<file path="config.mk">
export PLATFORM = sky130hd
export DESIGN_NAME = jacaranda_stream_loader
export DESIGN_NICKNAME = d
export VERILOG_FILES = /design/src/rtl/jacaranda_pkg.sv /design/src/rtl/jacaranda_wb_timer.sv /design/src/rtl/jacaranda_stream_loader.sv
export SDC_FILE = /design/constraint.sdc
export NUM_CORES = 1
export LEC_CHECK = 0
export ABC_AREA = 1
export BUFFER_PORTS_ARGS = -buffer_cell sky130_fd_sc_hd__clkbuf_2
export CAP_MARGIN = 10
export CORE_MARGIN = 4
export CORE_UTILIZATION = 45
export DETAILED_ROUTE_END_ITERATION = 12
export PLACE_DENSITY = 0.73
export SYNTH_ARGS = -nofsm -noshare
export SYNTH_HDL_FRONTEND = slang
export SYNTH_SLANG_ARGS = --single-unit
</file>
<file path="constraint.sdc">
create_clock -name wb_clk_i -period 3.9 [get_ports wb_clk_i]
set_input_delay 0.585 -clock wb_clk_i [delete_from_list [all_inputs] [get_ports wb_clk_i]]
set_output_delay 0.585 -clock wb_clk_i [all_outputs]
set_load 0.02 [all_outputs]
</file>
<file path="src/rtl/jacaranda_pkg.sv">
// Shared definitions for the Jacaranda stream loader: the loader state
// encoding, frame field widths, the default frame header byte and two small
// helpers used when decoding a frame and addressing instruction memory.
package jacaranda_pkg;

   // Width of one stream byte (header, length, payload or checksum).
   localparam int BYTE_W = 8;

   // Payload counter width: LEN=0 stands for 256 bytes, which needs 9 bits.
   localparam int COUNT_W = 9;

   // Word index width: a frame never addresses more than 256 words.
   localparam int INDEX_W = 8;

   // Wishbone address and data width.
   localparam int WB_W = 32;

   // Frame header value that opens every frame.
   localparam logic [BYTE_W-1:0] DEFAULT_SYNC_BYTE = 8'hA5;

   // Loader states, in the order a well-formed frame visits them.
   typedef enum logic [2:0] {
      ST_IDLE  = 3'd0,
      ST_LEN   = 3'd1,
      ST_DATA  = 3'd2,
      ST_WRITE = 3'd3,
      ST_CHK   = 3'd4,
      ST_DONE  = 3'd5
   } loaderState_e;

   // One pending instruction-memory write, held stable for a whole bus cycle.
   typedef struct packed {
      logic [WB_W-1:0] adr;
      logic [WB_W-1:0] dat;
   } wbWrite_t;

   // Turns the LEN byte into a payload count; zero means a full 256 bytes.
   function automatic logic [COUNT_W-1:0] lenToCount(input logic [BYTE_W-1:0] lenByte);
      lenToCount = (lenByte == '0) ? 9'h100 : {1'b0, lenByte};
   endfunction

   // Byte address of instruction-memory word 'index' relative to 'base'.
   function automatic logic [WB_W-1:0] wordAddr(input logic [WB_W-1:0] base,
                                                input logic [INDEX_W-1:0] index);
      wordAddr = base + {22'b0, index, 2'b00};
   endfunction

endpackage

</file>
<file path="src/rtl/jacaranda_wb_timer.sv">
// Acknowledge watchdog for the loader's Wishbone writes. The count advances
// on every clock edge where the strobe is up and no acknowledge arrived, and
// holds at its limit so 'expired_o' stays high until the owner clears it.
// With LIMIT=N the strobe is allowed to stay up for exactly N cycles.
module jacaranda_wb_timer
   import jacaranda_pkg::*;
#(
   parameter int LIMIT = 16
) (
   input  logic wb_clk_i,
   input  logic wb_rst_n_i,
   input  logic start_i,
   input  logic clear_i,
   output logic expired_o
);

   localparam int CNT_W = $clog2(LIMIT + 1);

   logic [CNT_W-1:0] waitCount_q;

   // Expired once the strobe has been waiting through LIMIT-1 edges, so the
   // edge that ends the LIMIT-th strobe cycle is the one that gives up.
   assign expired_o = (waitCount_q >= CNT_W'(LIMIT - 1));

   // Count waiting cycles, restarting whenever no bus cycle is open.
   always_ff @(posedge wb_clk_i or negedge wb_rst_n_i) begin
      if (!wb_rst_n_i) begin
         waitCount_q <= '0;
      end else if (clear_i) begin
         waitCount_q <= '0;
      end else if (start_i && !expired_o) begin
         waitCount_q <= waitCount_q + CNT_W'(1);
      end
   end

endmodule

</file>
<file path="src/rtl/jacaranda_stream_loader.sv">
// Boot-time program loader. Bytes arriving from a UART receiver are parsed as
// frames of the form SYNC, LEN, LEN payload bytes, CHK (XOR of the payload).
// Every payload byte becomes one Wishbone single write to instruction memory
// at consecutive word addresses. The CPU is held in reset from the moment a
// frame header is accepted until a frame completes with a good checksum; a
// bad checksum or a write that is never acknowledged leaves the CPU held and
// raises a sticky error that the next frame header clears.
module jacaranda_stream_loader
   import jacaranda_pkg::*;
#(
   parameter logic [WB_W-1:0]   BASE_ADDR   = 32'h3000_0000,
   parameter int                ACK_TIMEOUT = 16,
   parameter logic [BYTE_W-1:0] SYNC_BYTE   = DEFAULT_SYNC_BYTE
) (
   input  logic              wb_clk_i,
   input  logic              wb_rst_n_i,
   input  logic [BYTE_W-1:0] s_data_i,
   input  logic              s_valid_i,
   output logic              s_ready_o,
   output logic              wbm_cyc_o,
   output logic              wbm_stb_o,
   output logic              wbm_we_o,
   output logic [3:0]        wbm_sel_o,
   output logic [WB_W-1:0]   wbm_adr_o,
   output logic [WB_W-1:0]   wbm_dat_o,
   input  logic              wbm_ack_i,
   output logic              cpu_reset_o,
   output logic              busy_o,
   output logic              done_o,
   output logic              err_o
);

   loaderState_e       state_q;
   logic [COUNT_W-1:0] byteCount_q;
   logic [INDEX_W-1:0] wordIndex_q;
   logic [BYTE_W-1:0]  runXor_q;
   wbWrite_t           busReq_q;
   logic               cyc_q;
   logic               done_q;
   logic               err_q;
   logic               cpuReset_q;
   logic               live_q;

   logic               readyState;
   logic               byteFire;
   logic               ackSeen;
   logic               timerExpired;
   logic               timeoutHit;
   logic [COUNT_W-1:0] nextIndex;

   // The stream is accepted only in the states that consume a byte, and not
   // at all until the first clock edge after reset has been released.
   assign readyState = (state_q == ST_IDLE) || (state_q == ST_LEN) ||
                       (state_q == ST_DATA) || (state_q == ST_CHK);
   assign s_ready_o  = live_q & readyState;
   assign byteFire   = s_valid_i & s_ready_o;

   // An acknowledge counts only while our own cycle is open; stray ones are
   // dropped here so the state machine never has to think about them.
   assign ackSeen    = cyc_q & wbm_ack_i;
   assign timeoutHit = cyc_q & ~wbm_ack_i & timerExpired;

   // Index of the word after the one being written, widened so a full
   // 256-byte frame can be compared against its 9-bit count.
   assign nextIndex  = {1'b0, wordIndex_q} + COUNT_W'(1);

   // Every bus signal follows the cycle flag, so the bus is idle outside a
   // write and drops at once when reset clears the flag.
   assign wbm_cyc_o   = cyc_q;
   assign wbm_stb_o   = cyc_q;
   assign wbm_we_o    = cyc_q;
   assign wbm_sel_o   = cyc_q ? 4'b0001 : 4'b0000;
   assign wbm_adr_o   = busReq_q.adr;
   assign wbm_dat_o   = busReq_q.dat;

   assign busy_o      = (state_q != ST_IDLE);
   assign done_o      = done_q;
   assign err_o       = err_q;
   assign cpu_reset_o = cpuReset_q;

   jacaranda_wb_timer #(
      .LIMIT(ACK_TIMEOUT)
   ) ackTimer (
      .wb_clk_i  (wb_clk_i),
      .wb_rst_n_i(wb_rst_n_i),
      .start_i   (cyc_q & ~wbm_ack_i),
      .clear_i   (~cyc_q),
      .expired_o (timerExpired)
   );

   // Frame parser, write sequencer and all registered status outputs.
   always_ff @(posedge wb_clk_i or negedge wb_rst_n_i) begin
      if (!wb_rst_n_i) begin
         state_q     <= ST_IDLE;
         byteCount_q <= '0;
         wordIndex_q <= '0;
         runXor_q    <= '0;
         busReq_q    <= '0;
         cyc_q       <= 1'b0;
         done_q      <= 1'b0;
         err_q       <= 1'b0;
         cpuReset_q  <= 1'b1;
         live_q      <= 1'b0;
      end else begin
         live_q <= 1'b1;
         done_q <= 1'b0;
         case (state_q)
            ST_IDLE: begin
               if (byteFire && (s_data_i == SYNC_BYTE)) begin
                  err_q      <= 1'b0;
                  cpuReset_q <= 1'b1;
                  state_q    <= ST_LEN;
               end
            end
            ST_LEN: begin
               if (byteFire) begin
                  byteCount_q <= lenToCount(s_data_i);
                  wordIndex_q <= '0;
                  runXor_q    <= '0;
                  state_q     <= ST_DATA;
               end
            end
            ST_DATA: begin
               if (byteFire) begin
                  runXor_q     <= runXor_q ^ s_data_i;
                  busReq_q.adr <= wordAddr(BASE_ADDR, wordIndex_q);
                  busReq_q.dat <= {{(WB_W-BYTE_W){1'b0}}, s_data_i};
                  cyc_q        <= 1'b1;
                  state_q      <= ST_WRITE;
               end
            end
            ST_WRITE: begin
               if (ackSeen) begin
                  cyc_q       <= 1'b0;
                  busReq_q    <= '0;
                  wordIndex_q <= wordIndex_q + INDEX_W'(1);
                  state_q     <= (nextIndex < byteCount_q) ? ST_DATA : ST_CHK;
               end else if (timeoutHit) begin
                  cyc_q    <= 1'b0;
                  busReq_q <= '0;
                  err_q    <= 1'b1;
                  state_q  <= ST_IDLE;
               end
            end
            ST_CHK: begin
               if (byteFire) begin
                  if (s_data_i == runXor_q) begin
                     done_q     <= 1'b1;
                     cpuReset_q <= 1'b0;
                     state_q    <= ST_DONE;
                  end else begin
                     err_q   <= 1'b1;
                     state_q <= ST_IDLE;
                  end
               end
            end
            ST_DONE: begin
               state_q <= ST_IDLE;
            end
            default: begin
               cyc_q    <= 1'b0;
               busReq_q <= '0;
               state_q  <= ST_IDLE;
            end
         endcase
      end
   end

endmodule

</file>
==> results of run 1 <==
[critical path, cell delays in order (launching register included)]
cell and delay [ns]:
dfrtp_1 0.45, ha_1 0.22, nand3_1 0.14, nor2_1 0.11
nand3_1 0.09, nand2_1 0.11, inv_1 0.04, ha_1 0.28
nand2_1 0.05, nor2_1 0.11, nand3_1 0.08, nand3_1 0.11
nor2_1 0.04, o21ai_0 0.15, nand2_1 0.07
[registers in the layout (all words and copies together) (netlist names)]
register              flops
wordIndex_q               8
done_o                    1
err_o                     1
state_q                   3
cpu_reset_o               1
byteCount_q               9
wbm_dat_o                 8
runXor_q                  8
live_q                    1
ackTimer.waitCount_q      5
wbm_adr_o                 9
[cell families (layout without fill, tap and decap cells)]
group / Yosys count / in the layout / synth area share
xor gates and xnor gates: 6 / 6 / 0.0167
AOI/OAI and AO/OA: 57 / 57 / 0.0992
other: 2 / 50 / 0.00238
buffers and inverters: 111 / 100 / 0.200
adders and majority gates: 11 / 11 / 0.0437
DFF: 54 / 54 / 0.429
and+or+nand+nor: 155 / 155 / 0.209
[stage by stage]
stage | hold WS [ns] | cell area (µm²)
3_3_place_gp | 0.465 | 3220
6_report | 0.394 | 3310
4_1_cts | 0.425 | 3310
2_1_floorplan | 0.289 | 3330
5_1_grt | 0.444 | 3310
3_5_place_dp | 0.465 | 3220
[power breakdown]
part | switching, mW | internal (mW) | total (mW)
logic | 0.659 | 0.303 | 0.962
clock network | 0.175 | 0.144 | 0.319
registers | 0.136 | 0.740 | 0.876
[layout by cell type, fill, tap and decap left out, types with 11 or more instances in the layout]
master / netlist / final
conb_1: 2 / 50
dfrtp_1: 53 / 53
nor2_1: 21 / 21
nand3_1: 17 / 17
o22ai_1: 13 / 13
clkbuf_2: 0 / 38
o21ai_0: 35 / 35
ha_1: 11 / 11
nand2_1: 101 / 101
inv_1: 50 / 50
[layout make-up]
type                            instances  area, µm²
Tap cell                               96        120
Fill cell                             686       3480
Sequential cell                        54       1350
Clock inverter                          1       5.00
Inverter                               53        199
Clock buffer                            7       86.3
Multi-Input combinational cell        279       1350
Timing Repair Buffer                   39        198
[Yosys cell counts (all sizes together)]
cell,number,area [µm²]
a21o,1,7.51
a21oi,5,25.0
and2,1,6.26
buf,58,432
conb,2,7.51
dfrtp,53,1330
dfstp,1,26.3
ha,11,138
inv,53,199
nand2,104,398
nand3,20,115
nand4,6,37.5
nor2,23,96.4
o21ai,36,184
o22ai,13,81.3
o31ai,2,15.0
or2,1,6.26
xnor2,1,8.76
xor2,5,43.8
[layer usage]
metal,vias to the layer above,global-route usage,part of all wire
li1,1223,-,-
met1,1149,0.201,0.45
met2,73,0.270,0.47
met3,4,0.0369,0.070
met4,0,0.0297,0.0073
met5,-,0,0
[final timing paths]
kind	startpoint	slack (ns)	endpoint
min	wb_rst_n_i	0.39	runXor_q[1]
max in group asynchronous	wb_rst_n_i	2.71	wordIndex_q[6]
max	wordIndex_q[0]	1.74	state_q[1]
min in group wb_clk_i	err_o	0.48	err_o
max reg2reg	wordIndex_q[0]	1.74	state_q[1]
min reg2reg	err_o	0.48	err_o
==> flow_metrics.tcl, run 1 <==
set metrics [dict create \
    max_slew.worst_pin.slew_ns 0.917 \
    port_buffers 38 \
    p_total_mw 2.16 \
    finalHoldViolations 0 \
    finalNonFillerCells 529 \
    htree_levels 2 \
    synth_warnings 0 \
    worst_ep_arrival_time_ns 2.36 \
    dpl.cell_count 521 \
    via_count 2449 \
    via_per_inst 4.63 \
    grt_start_max_net_pins 37 \
    dp_hpwl_um 4890 \
    gp_routability_congestion 0.833 \
    synth-seq-cells 54 \
    overflow 0 \
    avgRoutedWirePerCell_um 12.0 \
    synthDistinctLibCells 27 \
    syn_avg_cell_area_um2 7.96 \
    cp-start-kind "register" \
    num_antenna_cells 0 \
    cts_tree "built" \
    clk_pin_slew_worst_paths_ns 0.10 \
    drt_iter0_markers 90 \
    skew_ns 0.00878 \
    critPathKind "reg2reg" \
    setup_viol 0 \
    hold_buffers 0 \
    crit_path_end_kind "register" \
    post_cts_buffers 0 \
    pin_count 88 \
    core_um2 6790 \
    cts_made_buffers 5 \
    utilization 0.487 \
    grt_pass1_wl_um 10900 \
    place_ws_ns 1.73 \
    start_util 0.464 \
    syn_inst 396 \
    drcViolationCount 0 \
    first_pass_iters 4 \
    maxCapViolCount 0 \
    drtAntennaViolNets 0 \
    syn_to_final_growth_pct 5.00 \
    antenna_found_initial 0 \
    critical_path_required_ns 4.09 \
    status "complete, no violations" \
    cts_resized 0 \
    ir_worst_vdd_uv 303 \
    final_nets 455 \
    dieHeight_um 91.7 \
    cts_buffer_depth 2 \
    rsz0062_at_grt "false" \
    timing.final.crit_share 0.555 \
    drt-total-wl_um 6340 \
    tns_ns 0 \
    grt_usage 0.156 \
    syn_area_um2 3150 \
    r2r_cells 14 \
    grt_pass1_vias 2424 \
    drive_gt1_frac 0.139 \
    clkSinkCount 54 \
    max_freq_mhz 462 \
    clk_latency_ns 0.31 \
    critPathMaxFanout 6 \
    worst_slack_ns 1.74 \
    p_leak_nw 1.83 \
    drv_slew 0 \
    fp-row-count 30 \
    ys_seq_area_frac 0.429 \
    hold_class "in2async" \
    die_w_um 91.7 \
    max-slew-margin-rel 0.389 \
    dieArea_um2 8410 \
    finalCriticalPeriod_ns 2.16 \
    p_per_area_nw_per_um2 651 \
    root_buffer "clkbuf_8" \
]
No activity file was read; power rests on OpenSTA's default activity.
==> inputs of run 2 (changes only) <==
--- a/config.mk
+++ b/config.mk
@@ -11,7 +11,7 @@
 export CORE_MARGIN = 4
 export CORE_UTILIZATION = 45
 export DETAILED_ROUTE_END_ITERATION = 12
-export PLACE_DENSITY = 0.73
+export PLACE_DENSITY = 0.76
 export SYNTH_ARGS = -nofsm -noshare
 export SYNTH_HDL_FRONTEND = slang
 export SYNTH_SLANG_ARGS = --single-unit
==> constraint.sdc (replaced) <==
create_clock -name wb_clk_i -period 1.95 [get_ports wb_clk_i]
set_input_delay 0.2925 -clock wb_clk_i [delete_from_list [all_inputs] [get_ports wb_clk_i]]
set_output_delay 0.2925 -clock wb_clk_i [all_outputs]
set_load 0.02 [all_outputs]
==> run 2 against run 1 <==
The flow now finishes with violations (negative setup slack). Clock power rose by 86%. Register-to-register slack got worse by 1.8 ns. Largest cell class is now multi-input gates. First-iteration DRC count rose by 87%. Critical path depth fell by 1. Sequential power rose by 97%. Critical path type unchanged. Highest routed layer unchanged. Clock skew barely moved.
==> flow_metrics.tcl, run 2 (synthesis results as in run 1) <==
set metrics [dict create \
    finalCriticalPeriod_ns 2.02 \
    syn_to_final_growth_pct 12.4 \
    drt_iter0_markers 168 \
    status "finished, violations left" \
    pin_count 88 \
    slowest_delay_ns 0.45 \
    crit_chain "ha_4, nand3_4, nor2_4, nand3_2, nor2_1, ha_1, a21o_1, nor2_2, nand3_2, nand2_1, nand2_1, nand2_1, o21ai_0" \
    hold_class "in2reg" \
    finalNonFillerCells 545 \
    cpMaxStageDelayCell "dfrtp_1" \
    first_pass_iters 6 \
    via_per_inst 4.64 \
    cp_num_buf_inv 0 \
    clkSinkCount 54 \
    grt_pass1_vias 2446 \
    num_antenna_cells 0 \
    max_freq_mhz 496 \
    critPathKind "reg2reg" \
    worst_slack_ns -0.0652 \
    cts_tree "built" \
    dieArea_um2 8410 \
    skew_ns 0.00875 \
    gp_routability_congestion 0.886 \
    crit_path_end_kind "register" \
    cp-start-kind "register" \
    final_nets 472 \
    start_util 0.464 \
    p_per_area_nw_per_um2 1300 \
    core_um2 6790 \
    dpl.cell_count 532 \
    root_buffer "clkbuf_8" \
    overflow 0 \
    failed_checks "negative setup slack" \
    rsz0062_at_grt "true" \
    fp-row-count 30 \
    drive_gt1_frac 0.194 \
    clk_pin_slew_worst_paths_ns 0.09 \
    avgRoutedWirePerCell_um 11.8 \
    cts_made_buffers 5 \
    grt_usage 0.154 \
    ir_worst_vdd_uv 586 \
    dp_hpwl_um 4820 \
    grt_pass1_wl_um 10800 \
    cts_buffer_depth 2 \
    p_total_mw 4.62 \
    layout_common_cells "100 x nand2_1, 52 x dfrtp_1, 50 x inv_1, 50 x conb_1, 38 x clkbuf_2" \
    layout_commonest_cell "nand2_1" \
    drtAntennaViolNets 0 \
    critical_path_required_ns 2.14 \
    critPathMaxFanout 4 \
    worst_ep_arrival_time_ns 2.20 \
    tns_ns -0.106 \
    clk_latency_ns 0.30 \
    die_w_um 91.7 \
    htree_levels 2 \
    crit_path_frequent_cell "nand2_1" \
    drcViolationCount 0 \
    maxCapViolCount 0 \
    drt-total-wl_um 6410 \
    utilization 0.522 \
    critPathTopFamily "simple AND/OR/NAND/NOR gates" \
    setup_viol 2 \
    port_buffers 38 \
    timing.final.crit_share 1.03 \
    drv_slew 0 \
    dieHeight_um 91.7 \
    p_leak_nw 1.93 \
    via_count 2528 \
    finalHoldViolations 0 \
    grt_start_max_net_pins 55 \
    fillers 644 \
    antenna_found_initial 0 \
]
run 2: cell types whose count changed in the layout (fill, tap and decap cells not counted), moves of 3 or more:
cell     change
nor2_2       +3
buf_12       +3
buf_4       +13
nor2_1       -4
nand3_2      +3
nand3_1      -4
run 2: layer usage:
metal,vias up,part of all wire,GRT usage
met4,0,0.013,0.0433
li1,1258,-,-
met5,-,0,0
met2,89,0.47,0.254
met1,1169,0.46,0.205
met3,12,0.060,0.0336
run 2: worst register-to-register path, stage by stage (launching register included):
cell     delay, ns
dfrtp_1       0.45
ha_4          0.18
nand3_4       0.09
nor2_4        0.12
nand3_2       0.08
nor2_1        0.12
ha_1          0.26
a21o_1        0.17
nor2_2        0.11
nand3_2       0.08
nand2_1       0.06
nand2_1       0.05
nand2_1       0.07
o21ai_0       0.07
run 2: report_power, final:
group | switching [mW] | leakage [nW] | internal [mW]
combinational | 1.45 | 1.17 | 0.849
clock | 0.344 | 0.0383 | 0.249
sequential | 0.250 | 0.715 | 1.48
run 2: path summary, 6_finish.rpt:
check                                    start              to  slack [ns]  cells after the start
max in group asynchronous           wb_rst_n_i     cpu_reset_o        1.17                      3
worst max-delay path            wordIndex_q[0]      state_q[2]       -0.07                     13
worst min register to register           err_o           err_o        0.48                      2
min in group asynchronous           wb_rst_n_i      state_q[0]        0.50                      3
worst min-delay path               s_data_i[1]  byteCount_q[1]        0.25                      3
worst max register to register  wordIndex_q[0]      state_q[2]       -0.07                     13
run 2: timing repair:
item                                    in CTS  in global routing
setup buffers                                1                  4
endpoints found under the hold margin       53                  0
endpoints found under the setup margin       2                 19
gates resized for setup                      3                 15
pin swaps                                    1                  5
hold buffers                                 1                  0
run 2: per-stage QoR:
step                hold WS (ns)  worst slack (ns)  area (µm²)
floorplan               -0.00309            0.0257        3330
global placement           0.311           -0.0161        3340
detailed placement         0.314           -0.0829        3340
CTS                        0.238           -0.0149        3440
global route               0.263            -0.242        3540
finish                     0.246           -0.0652        3540
run 2: area by class of cell:
class | instances | area, µm² | share of cell area
multi-input cells | 279 | 1430 | 0.403
clock buffers | 7 | 76.3 | 0.0215
well taps | 96 | 120 | 0.0339
flip-flops and latches | 54 | 1350 | 0.382
inverters | 53 | 199 | 0.0561
repair buffers | 56 | 365 | 0.103
==> inputs of run 3 (changes only) <==
==> constraint.sdc (replaced) <==
create_clock -name wb_clk_i -period 1.95 [get_ports wb_clk_i]
set_input_delay 0.2925 -clock wb_clk_i [delete_from_list [all_inputs] [get_ports wb_clk_i]]
set_output_delay 0.2925 -clock wb_clk_i [all_outputs]
set_load 0.1 [all_outputs]
==> run 3 against run 2 <==
The flow still finishes with violations (negative setup slack). Cell count up 1.1%. Sequential share of layout area down 1.2 points. Combinational power up 65%. Final area up 3.3%. Flip-flop and latch count unchanged. Routed wire length up 5.3%. Clock power up 24%. Utilization up 1.7 points. Power up 36%. Critical path type unchanged.
==> flow_metrics.tcl, run 3 (synthesis results as in run 1) <==
set metrics [dict create \
    die_w_um 91.7 \
    cts_tree "built" \
    clk_latency_ns 0.31 \
    fin_area_um2 3660 \
    grt_pass1_wl_um 11400 \
    p_leak_nw 1.96 \
    min_to "byteCount_q[4]" \
    place_area_um2 3340 \
    finalCriticalPeriod_ns 2.06 \
    crit_path_end_kind "register" \
    tns_ns -0.272 \
    worst_ep_arrival_time_ns 2.27 \
    skew_ns 0.0104 \
    maxCapViolCount 0 \
    max_freq_mhz 486 \
    r2r_cells 14 \
    crit_path_frequent_cell "nand2_1" \
    dieHeight_um 91.7 \
    max_slew.worst_pin.slew_ns 0.547 \
    seqCellArea_um2 1360 \
    drcViolationCount 0 \
    syn_to_final_growth_pct 16.2 \
    finalNonFillerCells 551 \
    antenna_found_initial 0 \
    cts_buffer_depth 2 \
    first_pass_iters 4 \
    hold_ws_ns 0.238 \
    min-delay-start "s_data_i[4]" \
    avgRoutedWirePerCell_um 12.3 \
    fp-row-count 30 \
    status "finished, violations left" \
    critical_path_required_ns 2.16 \
    pin_count 88 \
    via_count 2541 \
    cp-start-kind "register" \
    critPathMaxFanout 3 \
    drive_gt1_frac 0.226 \
    htree_levels 2 \
    num_antenna_cells 0 \
    max-slew-margin-rel 0.637 \
    finalHoldViolations 0 \
    setup_viol 3 \
    fillers 614 \
    final_nets 477 \
    grt_start_max_net_pins 31 \
    dieArea_um2 8410 \
    cts_made_buffers 5 \
    dp_hpwl_um 5030 \
    layout_common_cells "99 x nand2_1, 51 x dfrtp_1, 50 x conb_1, 49 x inv_1, 37 x clkbuf_2" \
    dpl.cell_count 532 \
    timing.final.crit_share 1.06 \
    slowest_delay_ns 0.42 \
    critPathKind "reg2reg" \
    whs_path_depth 3 \
    grt_pass1_vias 2521 \
    cp_num_buf_inv 1 \
    p_per_area_nw_per_um2 1720 \
    clk_pin_slew_worst_paths_ns 0.10 \
    rsz0062_at_grt "true" \
    crit_chain "ha_4, nand3_4, nor2_4, nand3_2, nand2_2, inv_2, ha_4, nand2_1, nor2_2, nand2_1, nand3_2, nor2_1, o21ai_1, nand2_1" \
    overflow 0 \
    hold_class "in2reg" \
    rrSetupSlack_ns -0.11 \
    layout_commonest_cell "nand2_1" \
    drtAntennaViolNets 0 \
    grt_usage 0.164 \
    start_util 0.464 \
    drt-total-wl_um 6750 \
    multi_input_area_um2 1470 \
    ir_worst_vdd_uv 1100 \
    timing.rr.start "wordIndex_q[1]" \
    gp_routability_congestion 0.847 \
    drv_slew 0 \
    failed_checks "negative setup slack" \
    critPathTopFamily "simple AND/OR/NAND/NOR gates" \
    worst_slack_ns -0.108 \
    clkSinkCount 54 \
    drt_iter0_markers 146 \
    port_buffers 38 \
    via_per_inst 4.61 \
    core_um2 6790 \
    reg2reg_to "state_q[1]" \
    root_buffer "clkbuf_8" \
    cpMaxStageDelayCell "dfrtp_1" \
]
## run 3: changes by cell type in the layout (fill, tap and decap cells not counted), moves of 2 or more
cell	previous run	this run
nand2_2	3	5
buf_4	14	18
nor2_1	17	15
buf_6	0	2
xor2_2	0	3
xor2_1	5	2
nor2_2	4	6
## run 3: worst max path at each step
stage | startpoint | endpoint | slack [ns] | cells after the start
final | wordIndex_q[1] | state_q[1] | -0.11 | 14
after global routing | wordIndex_q[1] | state_q[2] | -0.28 | 15
after CTS | wordIndex_q[1] | state_q[1] | -0.006 | 14
after detailed placement | wordIndex_q[0] | state_q[2] | -0.10 | 15
after global placement | wordIndex_q[0] | state_q[2] | -0.02 | 15
after floorplan | wordIndex_q[0] | state_q[1] | 0.03 | 14
## run 3: area by class of cell
cell class,instances,area share
clock buffer,7,0.0208
clock inverter,1,0.00820
inverter,53,0.0543
multi-input combinational,279,0.401
sequential,54,0.370
tap,96,0.0328
timing repair buffer,61,0.113
## run 3: worst register-to-register path, delay by kind of cell, from the launching register on
| kind | cells | cell delay (ns) |
|---|---|---|
| AND/OR/NAND/NOR | 10 | 0.94 |
| buffers and inverters | 1 | 0.05 |
| adder cells (fa/ha/maj) | 2 | 0.43 |
| AO/OA/AOI/OAI | 1 | 0.13 |
| flip-flops | 1 | 0.42 |
## run 3: metal layers
layer | part of all wire | track usage | vias to the layer above | wire, µm
li1 | - | - | 1262 | -
met1 | 0.44 | 0.211 | 1193 | 2980
met2 | 0.48 | 0.278 | 76 | 3260
met3 | 0.062 | 0.0394 | 10 | 419
met4 | 0.013 | 0.0408 | 0 | 90
met5 | 0 | 0 | - | 0
## run 3: what timing repair did
action,in CTS,in global routing
gates cloned,0,0
pin swaps,11,8
setup buffers,9,1
endpoints found under the setup margin,2,23
hold buffers,1,0
resized for setup,7,22
hold endpoints to repair,13,0
## run 3: metrics by stage
stage | utilization | total power [mW] | worst slack [ns]
floorplan | - | 4.70 | 0.0255
global placement | 0.492 | 5.18 | -0.0201
detailed placement | 0.492 | 5.27 | -0.104
CTS | 0.523 | 6.16 | -0.00554
global route | 0.539 | 6.73 | -0.282
finish | 0.539 | 6.29 | -0.108
## run 3: where the power goes
part / switching, mW / internal [mW] / leakage [nW]
Sequential: 0.281 / 1.48 / 0.713
Combinational: 2.89 / 0.906 / 1.20
Clock: 0.353 / 0.385 / 0.0524
Total: 3.52 / 2.77 / 1.96
